## src/rtl/mod_step_counter_if.sv

```systemverilog
// Control/status bundle for mod_step_counter.
// The master drives the controls; the slave (counter) drives the status.
interface mod_step_counter_if #(
  parameter int WIDTH = 5
);
  logic             clr;
  logic             load;
  logic             enab;
  logic             up;
  logic             sat;
  logic [WIDTH-1:0] step;
  logic [WIDTH-1:0] cnt_in;
  logic [WIDTH-1:0] cnt_out;
  logic             wrap;
  logic             zero;
  logic             err;

  modport master (
    output clr, load, enab, up, sat, step, cnt_in,
    input  cnt_out, wrap, zero, err
  );

  modport slave (
    input  clr, load, enab, up, sat, step, cnt_in,
    output cnt_out, wrap, zero, err
  );
endinterface

```

## src/rtl/mod_step_counter.sv

```systemverilog
// Up/down modulo counter with programmable step, load, clear and flags.
// Optional saturation: define MOD_STEP_COUNTER_SAT_EN.
module mod_step_counter #(
  parameter int WIDTH  = 5,
  parameter int MODULO = 32
) (
  input logic                clk,
  input logic                rst,
  mod_step_counter_if.slave  bus
);

  if (MODULO < 2 || MODULO > (1 << WIDTH)) begin : g_bad_modulo
    $error("mod_step_counter: MODULO out of range 2..2^WIDTH");
  end

  localparam logic [WIDTH:0]   MD   = (WIDTH+1)'(MODULO);
  localparam logic [WIDTH-1:0] TOP  = WIDTH'(MODULO - 1);

  logic [WIDTH-1:0] cnt_q;
  logic             wrap_q;
  logic             err_q;

  logic [WIDTH-1:0] cnt_nx;
  logic             wrap_nx;
  logic             err_nx;

  // One extra bit keeps cnt+step and cnt+MODULO from overflowing.
  logic [WIDTH:0] cur;
  logic [WIDTH:0] stp;
  logic [WIDTH:0] ld;
  logic [WIDTH:0] sum;
  logic           step_bad;
  logic           load_bad;
  logic           up_ovf;
  logic           dn_ovf;

  assign cur      = {1'b0, cnt_q};
  assign stp      = {1'b0, bus.step};
  assign ld       = {1'b0, bus.cnt_in};
  assign sum      = cur + stp;
  assign step_bad = stp >= MD;
  assign load_bad = ld >= MD;
  assign up_ovf   = sum >= MD;
  assign dn_ovf   = stp > cur;

  // Count result for an enabled cycle with a legal step.
  logic [WIDTH-1:0] cnt_cnt;
  logic             wrap_cnt;

  always_comb begin
    cnt_cnt  = cnt_q;
    wrap_cnt = 1'b0;
    if (bus.up) begin
      if (up_ovf) begin
`ifdef MOD_STEP_COUNTER_SAT_EN
        if (bus.sat) begin
          cnt_cnt  = TOP;
          wrap_cnt = cnt_q != TOP;
        end else begin
          cnt_cnt  = WIDTH'(sum - MD);
          wrap_cnt = 1'b1;
        end
`else
        cnt_cnt  = WIDTH'(sum - MD);
        wrap_cnt = 1'b1;
`endif
      end else begin
        cnt_cnt = WIDTH'(sum);
      end
    end else begin
      if (dn_ovf) begin
`ifdef MOD_STEP_COUNTER_SAT_EN
        if (bus.sat) begin
          cnt_cnt  = '0;
          wrap_cnt = cnt_q != '0;
        end else begin
          cnt_cnt  = WIDTH'(cur + MD - stp);
          wrap_cnt = 1'b1;
        end
`else
        cnt_cnt  = WIDTH'(cur + MD - stp);
        wrap_cnt = 1'b1;
`endif
      end else begin
        cnt_cnt = WIDTH'(cur - stp);
      end
    end
  end

  always_comb begin
    cnt_nx  = cnt_q;
    wrap_nx = 1'b0;
    err_nx  = err_q;
    if (bus.clr) begin
      cnt_nx = '0;
      err_nx = 1'b0;
    end else if (bus.load) begin
      if (load_bad) begin
        cnt_nx = TOP;
        err_nx = 1'b1;
      end else begin
        cnt_nx = bus.cnt_in;
      end
    end else if (bus.enab) begin
      if (step_bad) begin
        err_nx = 1'b1;
      end else begin
        cnt_nx  = cnt_cnt;
        wrap_nx = wrap_cnt;
      end
    end
  end

  always_ff @(posedge clk or negedge rst) begin
    if (!rst) begin
      cnt_q  <= '0;
      wrap_q <= 1'b0;
      err_q  <= 1'b0;
    end else begin
      cnt_q  <= cnt_nx;
      wrap_q <= wrap_nx;
      err_q  <= err_nx;
    end
  end

  assign bus.cnt_out = cnt_q;
  assign bus.wrap    = wrap_q;
  assign bus.err     = err_q;
  assign bus.zero    = cnt_q == '0;

endmodule

```

## src/flat_wrapper.sv

```systemverilog
// flat-port wrapper written by rule: the top's interface ports become plain ports
module mod_step_counter_flat 
#(
  parameter int WIDTH  = 5,
  parameter int MODULO = 32
)
  (clk, rst, bus_clr, bus_load, bus_enab, bus_up, bus_sat, bus_step, bus_cnt_in, bus_cnt_out, bus_wrap, bus_zero, bus_err);
  mod_step_counter_if #(.WIDTH(WIDTH)) bus_i ();
  input logic clk;
  input logic rst;
  input wire logic [$bits(bus_i.clr)-1:0] bus_clr;
  input wire logic [$bits(bus_i.load)-1:0] bus_load;
  input wire logic [$bits(bus_i.enab)-1:0] bus_enab;
  input wire logic [$bits(bus_i.up)-1:0] bus_up;
  input wire logic [$bits(bus_i.sat)-1:0] bus_sat;
  input wire logic [$bits(bus_i.step)-1:0] bus_step;
  input wire logic [$bits(bus_i.cnt_in)-1:0] bus_cnt_in;
  output wire logic [$bits(bus_i.cnt_out)-1:0] bus_cnt_out;
  output wire logic [$bits(bus_i.wrap)-1:0] bus_wrap;
  output wire logic [$bits(bus_i.zero)-1:0] bus_zero;
  output wire logic [$bits(bus_i.err)-1:0] bus_err;
  assign bus_i.clr = bus_clr;
  assign bus_i.load = bus_load;
  assign bus_i.enab = bus_enab;
  assign bus_i.up = bus_up;
  assign bus_i.sat = bus_sat;
  assign bus_i.step = bus_step;
  assign bus_i.cnt_in = bus_cnt_in;
  assign bus_cnt_out = bus_i.cnt_out;
  assign bus_wrap = bus_i.wrap;
  assign bus_zero = bus_i.zero;
  assign bus_err = bus_i.err;
  mod_step_counter #(.WIDTH(WIDTH), .MODULO(MODULO)) u_core (.clk(clk), .rst(rst), .bus(bus_i));
endmodule
```

## config.mk

```make
export PLATFORM = sky130hd
export DESIGN_NAME = mod_step_counter_flat
export DESIGN_NICKNAME = d
export VERILOG_FILES = /design/src/rtl/mod_step_counter_if.sv /design/src/rtl/mod_step_counter.sv /design/src/flat_wrapper.sv
export SDC_FILE = /design/constraint.sdc
export NUM_CORES = 1
export LEC_CHECK = 0
export ABC_AREA = 1
export CELL_PAD_IN_SITES_DETAIL_PLACEMENT = 1
export CELL_PAD_IN_SITES_GLOBAL_PLACEMENT = 2
export CORE_MARGIN = 5
export CORE_UTILIZATION = 23
export CTS_BUF_LIST = sky130_fd_sc_hd__clkbuf_8 sky130_fd_sc_hd__clkbuf_16
export CTS_CLUSTER_SIZE = 24
export DETAILED_ROUTE_END_ITERATION = 8
export MAX_ROUTING_LAYER = met4
export PLACE_DENSITY = 0.84
export REMOVE_ABC_BUFFERS = 1
export SYNTH_ARGS = -nofsm -noshare
export SYNTH_HDL_FRONTEND = slang
export SYNTH_SLANG_ARGS = --single-unit
```

## constraint.sdc

```tcl
create_clock -name clk -period 1.6 [get_ports clk]
set_input_delay 0.32 -clock clk [delete_from_list [all_inputs] [get_ports clk]]
set_output_delay 0.32 -clock clk [all_outputs]
set_load 0.005 [all_outputs]
```

Word level (Yosys, flattened, before mapping)
Index checks and enable logic that the tools add are counted.
{ "word_totals": {"ff_bits": 7, "inputBits": 17, "output_inout_bits": 8} }
{ "classes": {"add_sub_neg": 5, "magnitude_cmp": 4, "eq_ne": 2, "n_mux": 20, "n_reduce_logical": 5} }
{ "op_table": {"columns": ["operator", "count"], "rows": [
  ["two-way mux 5 bit", 8],
  [">= comparator 5 x 6 -> 1 bit (second input constant)", 2],
  ["two-way mux 1 bit", 12],
  ["subtractor 5 bit", 2],
  ["adder 5 x 5 -> 6 bit", 1],
  [">= comparator 6 bit (second input constant)", 1],
  ["nonzero test 3 bit", 2],
  ["adder 5 x 1 -> 5 bit (second input constant)", 1],
  ["greater-than comparator 5 bit", 1],
  ["logical NOT 5 bit", 1],
  ["subtractor 5 x 1 -> 5 bit (second input constant)", 1],
  ["inequality test 3 x 2 -> 1 bit (second input constant)", 1],
  ["inequality test 3 bit (second input constant)", 1],
  ["AND reduction 3 bit", 1],
  ["AND reduction 2 bit", 1]
]} }

Longest topological paths before layout
Gate-level depths: netlist (run 1).
{ "logic_depth": {"word_depth": 8, "mapped_depth": 10, "ltp_nobuf": 10} }

Least setup slack after synthesis (run 1)
Ideal clock, no wire load.
{ "synth_path": {"kind": "register to register", "from": "reg u_core.cnt_q[0], in the netlist u_core.bus.cnt_out[0]", "to": "reg u_core.cnt_q[4], in the netlist u_core.bus.cnt_out[4]", "arrival_ps": 1496, "required_ps": 1527, "slack_ps": 31, "path_stages_with_launch": 11, "period_less_slack_ps": 1569, "cell_sequence": "dfrtp_1 -> inv_1 -> ha_1 -> fa_1 -> nand2_1 -> nand3_1 -> nand2_1 -> nand2_1 -> nand2_1 -> nand3_1 -> a21oi_2"} }
{ "synth_via": {"elab_chain_cells": 8, "word_cells_on_any_way": 14} }
{ "synth_rtl": {"columns": ["item", "line", "rtl"], "rows": [
  ["start, declared", "mod_step_counter.sv:19", "logic [WIDTH-1:0] cnt_q;"],
  ["start signal, assigned", "mod_step_counter.sv:120", "cnt_q <= cnt_nx;"],
  ["adder 5 x 1 -> 5 bit / adder 5 x 5 -> 6 bit (equally long branches)", "mod_step_counter.sv:81, mod_step_counter.sv:40", null],
  ["subtractor 5 bit, or another cell as far along", "mod_step_counter.sv:81", "cnt_cnt = WIDTH'(cur + MD - stp);"],
  ["two-way mux 5 bit (on tied branches)", "mod_step_counter.sv:71, mod_step_counter.sv:54", null],
  ["two-way mux 5 bit *", "mod_step_counter.sv:53", "if (bus.up) begin"],
  ["two-way mux 5 bit *", "mod_step_counter.sv:105", "if (step_bad) begin"],
  ["two-way mux 5 bit *", "mod_step_counter.sv:104", "end else if (bus.enab) begin"],
  ["two-way mux 5 bit *", "mod_step_counter.sv:97", "end else if (bus.load) begin"],
  ["two-way mux 5 bit *", "mod_step_counter.sv:94", "if (bus.clr) begin"]
]} }
Mark *: on every way between the ends. The rest lies on a longest branch, timed or not. The select of a mux whose other input is x is not followed.
A chain may end at the register's enable or synchronous reset.

Worst setup path in the final report (run 1)
Same ends and word-level chain as after synthesis.

==> results of run 1 <==
-- state kept, by name (all words and copies together) (netlist names) --
signal	cells
u_core.bus.cnt_out	5
u_core.bus.wrap	1
u_core.bus.err	1
-- cells by family (layout without fill, tap and decap cells) --
| family | count (synthesis) | in the layout | synth area share, % |
|---|---|---|---|
| AO/OA/AOI/OAI | 16 | 16 | 12.2 |
| adder cells (fa/ha/maj) | 12 | 12 | 22.1 |
| buffers and inverters | 21 | 72 | 10.6 |
| flip-flops | 7 | 7 | 23.5 |
| AND/OR/NAND/NOR | 53 | 53 | 31.5 |
-- worst paths after layout --
check	startpoint	end	slack, ns	depth (start not counted)
min	rst	u_core.bus.cnt_out[2]$_DFFE_PN0P_	0.36	1
max reg2reg	u_core.bus.cnt_out[0]$_DFFE_PN0P_	u_core.bus.cnt_out[4]$_DFFE_PN0P_	-0.09	9
min reg2reg	u_core.bus.err$_DFFE_PN0P_	u_core.bus.err$_DFFE_PN0P_	0.49	2
min in group clk	u_core.bus.err$_DFFE_PN0P_	u_core.bus.err$_DFFE_PN0P_	0.49	2
max	u_core.bus.cnt_out[0]$_DFFE_PN0P_	u_core.bus.cnt_out[4]$_DFFE_PN0P_	-0.09	9
max in group asynchronous	rst	u_core.bus.wrap$_DFF_PN0_	0.98	1
-- routing by layer --
layer | wire, um | global-route usage, % | up-vias
met5 | 0 | - | -
met4 | 76 | 7.09 | 0
met3 | 144 | 3.88 | 9
met2 | 1410 | 22.8 | 25
met1 | 1150 | 15.1 | 411
li1 | - | - | 457
-- per-stage QoR --
step	worst slack (ns)	TNS (ns)
floorplan	0.0308	0
detailed placement	-0.431	-2.00
global placement	-0.414	-1.85
CTS	-0.0181	-0.0246
finish	-0.0866	-0.0866
global route	-0.202	-0.544
-- worst max-delay path, delay by kind of cell, from the launching register on --
kind,cells,cell delay (ns)
and+or+nand+nor,6,0.43
AOI/OAI and AO/OA,1,0.13
adders and majority gates,2,0.62
DFF,1,0.41
-- cells in the final DEF, fill, tap and decap left out, drive strengths merged --
cell type	n
clkdlybuf4s50	17
buf	26
a21oi	9
o21bai	1
nand2	21
a31oi	1
nor2	13
dlygate4sd2	3
fa	2
clkbuf	4
or2	2
nand3	15
o21ai	5
inv	22
dfrtp	7
nor4	2
ha	10
-- layout make-up --
class                   count  share of cell area (%)
flip-flops and latches      7                    12.5
clock buffers               3                    2.94
inverters                  21                    5.97
well taps                  44                    3.92
multi-input cells          81                    45.6
repair buffers             47                    28.9
clock inverters             1                   0.267
-- power by group --
part / internal, mW / switching, mW / total [mW]
clock: 0.167 / 0.0886 / 0.255
combinational: 0.284 / 0.272 / 0.555
sequential: 0.195 / 0.0127 / 0.208
total: 0.646 / 0.373 / 1.02
-- timing repair --
| item | 4_1_cts | 5_1_grt |
|---|---|---|
| pin swaps | 5 | 18 |
| endpoints found under the setup margin | 7 | 7 |
| hold buffers | 0 | 0 |
| resized for setup | 16 | 32 |
| buffers inserted | 1 | 6 |
==> flow_summary.json, run 1 <==
{
  "yosys.cell_types.count": 17,
  "report.final.hold_viol_count": 0,
  "postSynthCellCount": 109,
  "chipWidth_um": 66.9,
  "crit_fanout": 3,
  "global_route.usage.total_pct": 13.8,
  "cp_slowest_cell": "dfrtp_1",
  "yosysSeqAreaShare_pct": 23.5,
  "floorplan.initialDensity_pct": 24.2,
  "cts_root_buf": "clkbuf_8",
  "route.vias.total": 902,
  "nets": 190,
  "p_leak_nw": 0.679,
  "synth_top_area_cell": "dfrtp_1",
  "pin_count": 25,
  "placedInstanceArea_um2": 1160,
  "worstPathCellList": "ha_2 > fa_2 > nand3_1 > nand2_1 > nand2_1 > nand2_1 > nand2_1 > nand3_2 > a21oi_2",
  "crit_type": "flop to flop",
  "max_slew.worst_pin.slew_ns": 0.355,
  "layout_overhead_on_the_synthesized_area_pct": 88.4,
  "detail_route.drc_violations": 0,
  "globalplace.congestion": 0.861,
  "placementRows": 20,
  "critPathMaxStageDelay_ns": 0.41,
  "worstSetupEndpointType": "flop",
  "drt_first_iter_violations": 16,
  "syn_avg_cell_area_um2": 6.84,
  "sum_of_routed_wire_length_over_all_layers_um": 2770,
  "first_pass_iters": 3,
  "period_share_pct": 105,
  "critical_path.most_common_cell": "nand2_1",
  "synthesis.yosys.warnings": 0,
  "slew-limit-headroom_pct": 76.2,
  "clock_latency_ns": 0.24,
  "drt-wirelength-per-cell_um": 13.6,
  "chipHeight_um": 66.9,
  "arrival_ns": 1.85,
  "setup-violations-final": 1,
  "dp_cells": 193,
  "ant_nets": 0,
  "gr-total-overflow": 0,
  "cap_viol_max_count": 0,
  "number_of_standard_cells_in_the_final_layout_excluding_fillers": 204,
  "post_synth_most_frequent_cells": "nand2_1 (21), inv_1 (18), nand3_1 (15), nor2_1 (12), ha_1 (10)",
  "maxClockFrequency_mhz": 593,
  "final.setup_skew_ns": 0.00340,
  "worst_hold_path_type": "input pin to async pin",
  "clock_path_buffers": 2,
  "synth-edff-count": 0,
  "fin_area_um2": 1410,
  "design_power_total_mw": 1.02,
  "grt_start_max_net_pins": 9,
  "register_area_um2": 175,
  "yosys-top-cells-area": "dfrtp_1 (23%), ha_1 (17%), nand2_1 (11%)",
  "clk_pin_slew_ns": 0.04,
  "power.density_nw_per_um2": 725,
  "critPathLaunchType": "flop",
  "core_um2": 3080,
  "final_max_slew_viol_count": 0,
  "netlist.area_leader.share_pct": 23.5,
  "area_taken_by_multi_input_logic_gates_um2": 641,
  "tritoncts_clock_tree": "yes",
  "post_synth_instance_area_um2": 746,
  "cts_made_buffers": 3,
  "status": "finished, violations left",
  "failed_checks": "negative setup slack",
  "min_period_ns": 1.69,
  "finalHoldWorstSlack_ns": 0.359,
  "most_frequent_cell_after_synthesis": "nand2_1",
  "floorplan.die_area_um2": 4480,
  "synth_async_sr_flop_share_pct": 100,
  "first_global_vias": 1048,
  "layout.filler_cells": 390,
  "final_layout_size_suffix_gt1_share_pct": 38.1,
  "avgViaCountPerCell": 4.42,
  "postLayoutCoreUtil_pct": 45.7,
  "cts_sinks": 7,
  "numPortBuffers": 23,
  "rsz0062_at_grt": "yes",
  "dp_hpwl_um": 2020,
  "h-tree-depth": 1,
  "critPathRequiredTime_ns": 1.76,
  "ys_ff_latch": 7,
  "insertedDiodeCount": 0,
  "synth_ff_type": "dfrtp_1",
  "antenna_found_initial": 0,
  "worst_ir_drop_vdd_v": 0.000554,
  "setup_slack_ns": -0.0866,
  "global_route_wire_length_before_repair_um": 4520
}
No activity file was read; power rests on OpenSTA's default activity.
==> run 2, diff against run 1 <==
--- a/config.mk
+++ b/config.mk
@@ -9,12 +9,12 @@
 export CELL_PAD_IN_SITES_DETAIL_PLACEMENT = 1
 export CELL_PAD_IN_SITES_GLOBAL_PLACEMENT = 2
 export CORE_MARGIN = 5
-export CORE_UTILIZATION = 23
+export CORE_UTILIZATION = 21
 export CTS_BUF_LIST = sky130_fd_sc_hd__clkbuf_8 sky130_fd_sc_hd__clkbuf_16
 export CTS_CLUSTER_SIZE = 24
 export DETAILED_ROUTE_END_ITERATION = 8
 export MAX_ROUTING_LAYER = met4
-export PLACE_DENSITY = 0.84
+export PLACE_DENSITY = 0.81
 export REMOVE_ABC_BUFFERS = 1
 export SYNTH_ARGS = -nofsm -noshare
 export SYNTH_HDL_FRONTEND = slang
==> constraint.sdc (replaced) <==
create_clock -name clk -period 1.4 [get_ports clk]
set_input_delay 0.28 -clock clk [delete_from_list [all_inputs] [get_ports clk]]
set_output_delay 0.28 -clock clk [all_outputs]
set_load 0.005 [all_outputs]
==> run 2 against run 1 <==
Effect of this change: the run still ends with negative setup slack left; power grew 17%; worst hold slack lost 0.034 ns; register-to-register slack lost 0.14 ns; clock skew shrank 0.00083 ns; first-iteration DRC count grew 63%; cell count grew 2.9%; utilization shrank 1.6 points; sequential power grew 14%; die area grew 8.1%; maximum frequency grew 4.0%; critical path type unchanged; highest routed layer unchanged.
==> flow_summary.json, run 2 (synthesized netlist as in run 1, its figures left out) <==
{
  "clk_pin_slew_ns": 0.04,
  "crit_type": "flop to flop",
  "antenna_found_initial": 0,
  "critical_path.most_common_cell": "nand2_1",
  "cts_sinks": 7,
  "avgViaCountPerCell": 4.30,
  "final_max_slew_viol_count": 0,
  "postLayoutCoreUtil_pct": 44.0,
  "crit_fanout": 3,
  "worst_hold_path_type": "input pin to async pin",
  "numPortBuffers": 23,
  "min_period_ns": 1.62,
  "final.setup_skew_ns": 0.00257,
  "number_of_standard_cells_in_the_final_layout_excluding_fillers": 210,
  "clock_path_buffers": 2,
  "status": "finished, violations left",
  "arrival_ns": 1.77,
  "fin_area_um2": 1490,
  "layout_overhead_on_the_synthesized_area_pct": 100,
  "floorplan.die_area_um2": 4840,
  "critPathRequiredTime_ns": 1.55,
  "p_leak_nw": 0.725,
  "global_route_wire_length_before_repair_um": 4780,
  "timing.critical_path.buf_inv": 1,
  "insertedDiodeCount": 0,
  "power.share.combinational_pct": 57.4,
  "sw_share_pct": 36.0,
  "detail_route.drc_violations": 0,
  "power.share.clock_pct": 22.7,
  "cts_hold_buf": 0,
  "first_pass_iters": 3,
  "floorplan.initialDensity_pct": 22.0,
  "grt_start_max_net_pins": 9,
  "ant_nets": 0,
  "globalplace.congestion": 0.841,
  "worstSetupEndpointType": "flop",
  "clock_latency_ns": 0.22,
  "largest_register_ffs": 5,
  "design_power_total_mw": 1.19,
  "critPathMaxStageDelay_ns": 0.41,
  "layout.filler_cells": 412,
  "fraction_of_power_consumed_by_sequential_logic_pct": 19.9,
  "setup_slack_ns": -0.222,
  "cts_made_buffers": 3,
  "dp_cells": 198,
  "report.final.hold_viol_count": 0,
  "dp_hpwl_um": 2110,
  "worstPathCellList": "inv_2 > ha_4 > fa_2 > nand2_1 > nand3_2 > nand2_2 > nand2_1 > nand2_1 > nand3_2 > a21oi_2",
  "sum_of_routed_wire_length_over_all_layers_um": 2690,
  "tritoncts_clock_tree": "yes",
  "drt_first_iter_violations": 26,
  "route.vias.total": 903,
  "placedInstanceArea_um2": 1180,
  "chipWidth_um": 69.6,
  "placementRows": 21,
  "layout_common_cells": "buf_4 (26), nand2_1 (16), inv_1 (14)",
  "h-tree-depth": 1,
  "critPathLaunchType": "flop",
  "cap_viol_max_count": 0,
  "path_delay_family": "adder cells",
  "power.density_nw_per_um2": 801,
  "max_slew.worst_pin.slew_ns": 0.345,
  "gr-total-overflow": 0,
  "failed_checks": "negative setup slack",
  "setup-violations-final": 6,
  "nets": 194,
  "cp_slowest_cell": "dfrtp_1",
  "period_share_pct": 116,
  "final_layout_size_suffix_gt1_share_pct": 45.1,
  "drt-wirelength-per-cell_um": 12.8,
  "cts_root_buf": "clkbuf_8",
  "worst_ir_drop_vdd_v": 0.000389,
  "intPower_mw": 0.765,
  "final_common_cell": "buf_4",
  "first_global_vias": 1050,
  "chipHeight_um": 69.6,
  "core_um2": 3390,
  "pin_count": 25,
  "net-switching-power_mw": 0.430,
  "global_route.usage.total_pct": 12.0,
  "maxClockFrequency_mhz": 616,
  "slew-limit-headroom_pct": 77.0,
  "rsz0062_at_grt": "yes"
}
-- run 2: power groups by stage --
| stage | logic (mW) | registers (mW) | clock network (mW) |
|---|---|---|---|
| detailed placement | 0.492 | 0.240 | 0 |
| CTS | 0.642 | 0.238 | 0.282 |
| finish | 0.686 | 0.238 | 0.271 |
| floorplan | 0.209 | 0.250 | 0 |
| global route | 0.759 | 0.240 | 0.292 |
| global placement | 0.476 | 0.238 | 0 |
-- run 2: final timing paths --
| path | from | to | slack (ns) | depth (start not counted) |
|---|---|---|---|---|
| min | rst | u_core.bus.wrap$_DFF_PN0_ | 0.33 | 1 |
| max reg2reg | u_core.bus.cnt_out[0]$_DFFE_PN0P_ | u_core.bus.cnt_out[4]$_DFFE_PN0P_ | -0.22 | 10 |
| max | u_core.bus.cnt_out[0]$_DFFE_PN0P_ | u_core.bus.cnt_out[4]$_DFFE_PN0P_ | -0.22 | 10 |
| max in group asynchronous | rst | u_core.bus.cnt_out[2]$_DFFE_PN0P_ | 0.82 | 1 |
| min reg2reg | u_core.bus.err$_DFFE_PN0P_ | u_core.bus.err$_DFFE_PN0P_ | 0.49 | 2 |
| min in group clk | bus_clr | u_core.bus.err$_DFFE_PN0P_ | 0.33 | 2 |
-- run 2: cell type report --
class / instances / area [um2] / share of cell area [%]
Sequential cell: 7 / 175 / 11.7
Clock buffer: 3 / 41.3 / 2.77
Clock inverter: 1 / 3.75 / 0.252
Timing Repair Buffer: 51 / 438 / 29.4
Inverter: 21 / 83.8 / 5.62
Tap cell: 46 / 57.6 / 3.86
Multi-Input combinational cell: 81 / 692 / 46.4
-- run 2: timing repair --
item / CTS / global route
setup endpoints to repair: 11 / 7
pin swaps: 19 / 13
resized for setup: 55 / 12
buffers inserted: 7 / 2
-- run 2: metal layers --
layer / wire length [um] / GRT usage [%] / share of wire, % / vias to the layer above
met4: 10 / 1.95 / 0.37 / 0
met1: 1160 / 13.5 / 43 / 425
met3: 68 / 1.45 / 2.5 / 2
met5: 0 / - / 0 / -
met2: 1450 / 22.8 / 54 / 16
li1: - / - / - / 460
-- run 2: stage by stage --
step | hold WS (ns) | TNS [ns] | worst slack (ns)
floorplan | -0.0156 | -0.378 | -0.169
global placement | 0.476 | -2.86 | -0.575
detailed placement | 0.494 | -3.29 | -0.637
CTS | 0.345 | -0.810 | -0.242
global route | 0.336 | -1.29 | -0.340
finish | 0.325 | -0.794 | -0.222
-- run 2: worst reg2reg max path, stage by stage, from the launching register on --
cell     delay [ns]
dfrtp_1        0.41
inv_2          0.08
ha_4           0.17
fa_2           0.34
nand2_1        0.10
nand3_2        0.08
nand2_2        0.07
nand2_1        0.05
nand2_1        0.07
nand3_2        0.07
a21oi_2        0.11
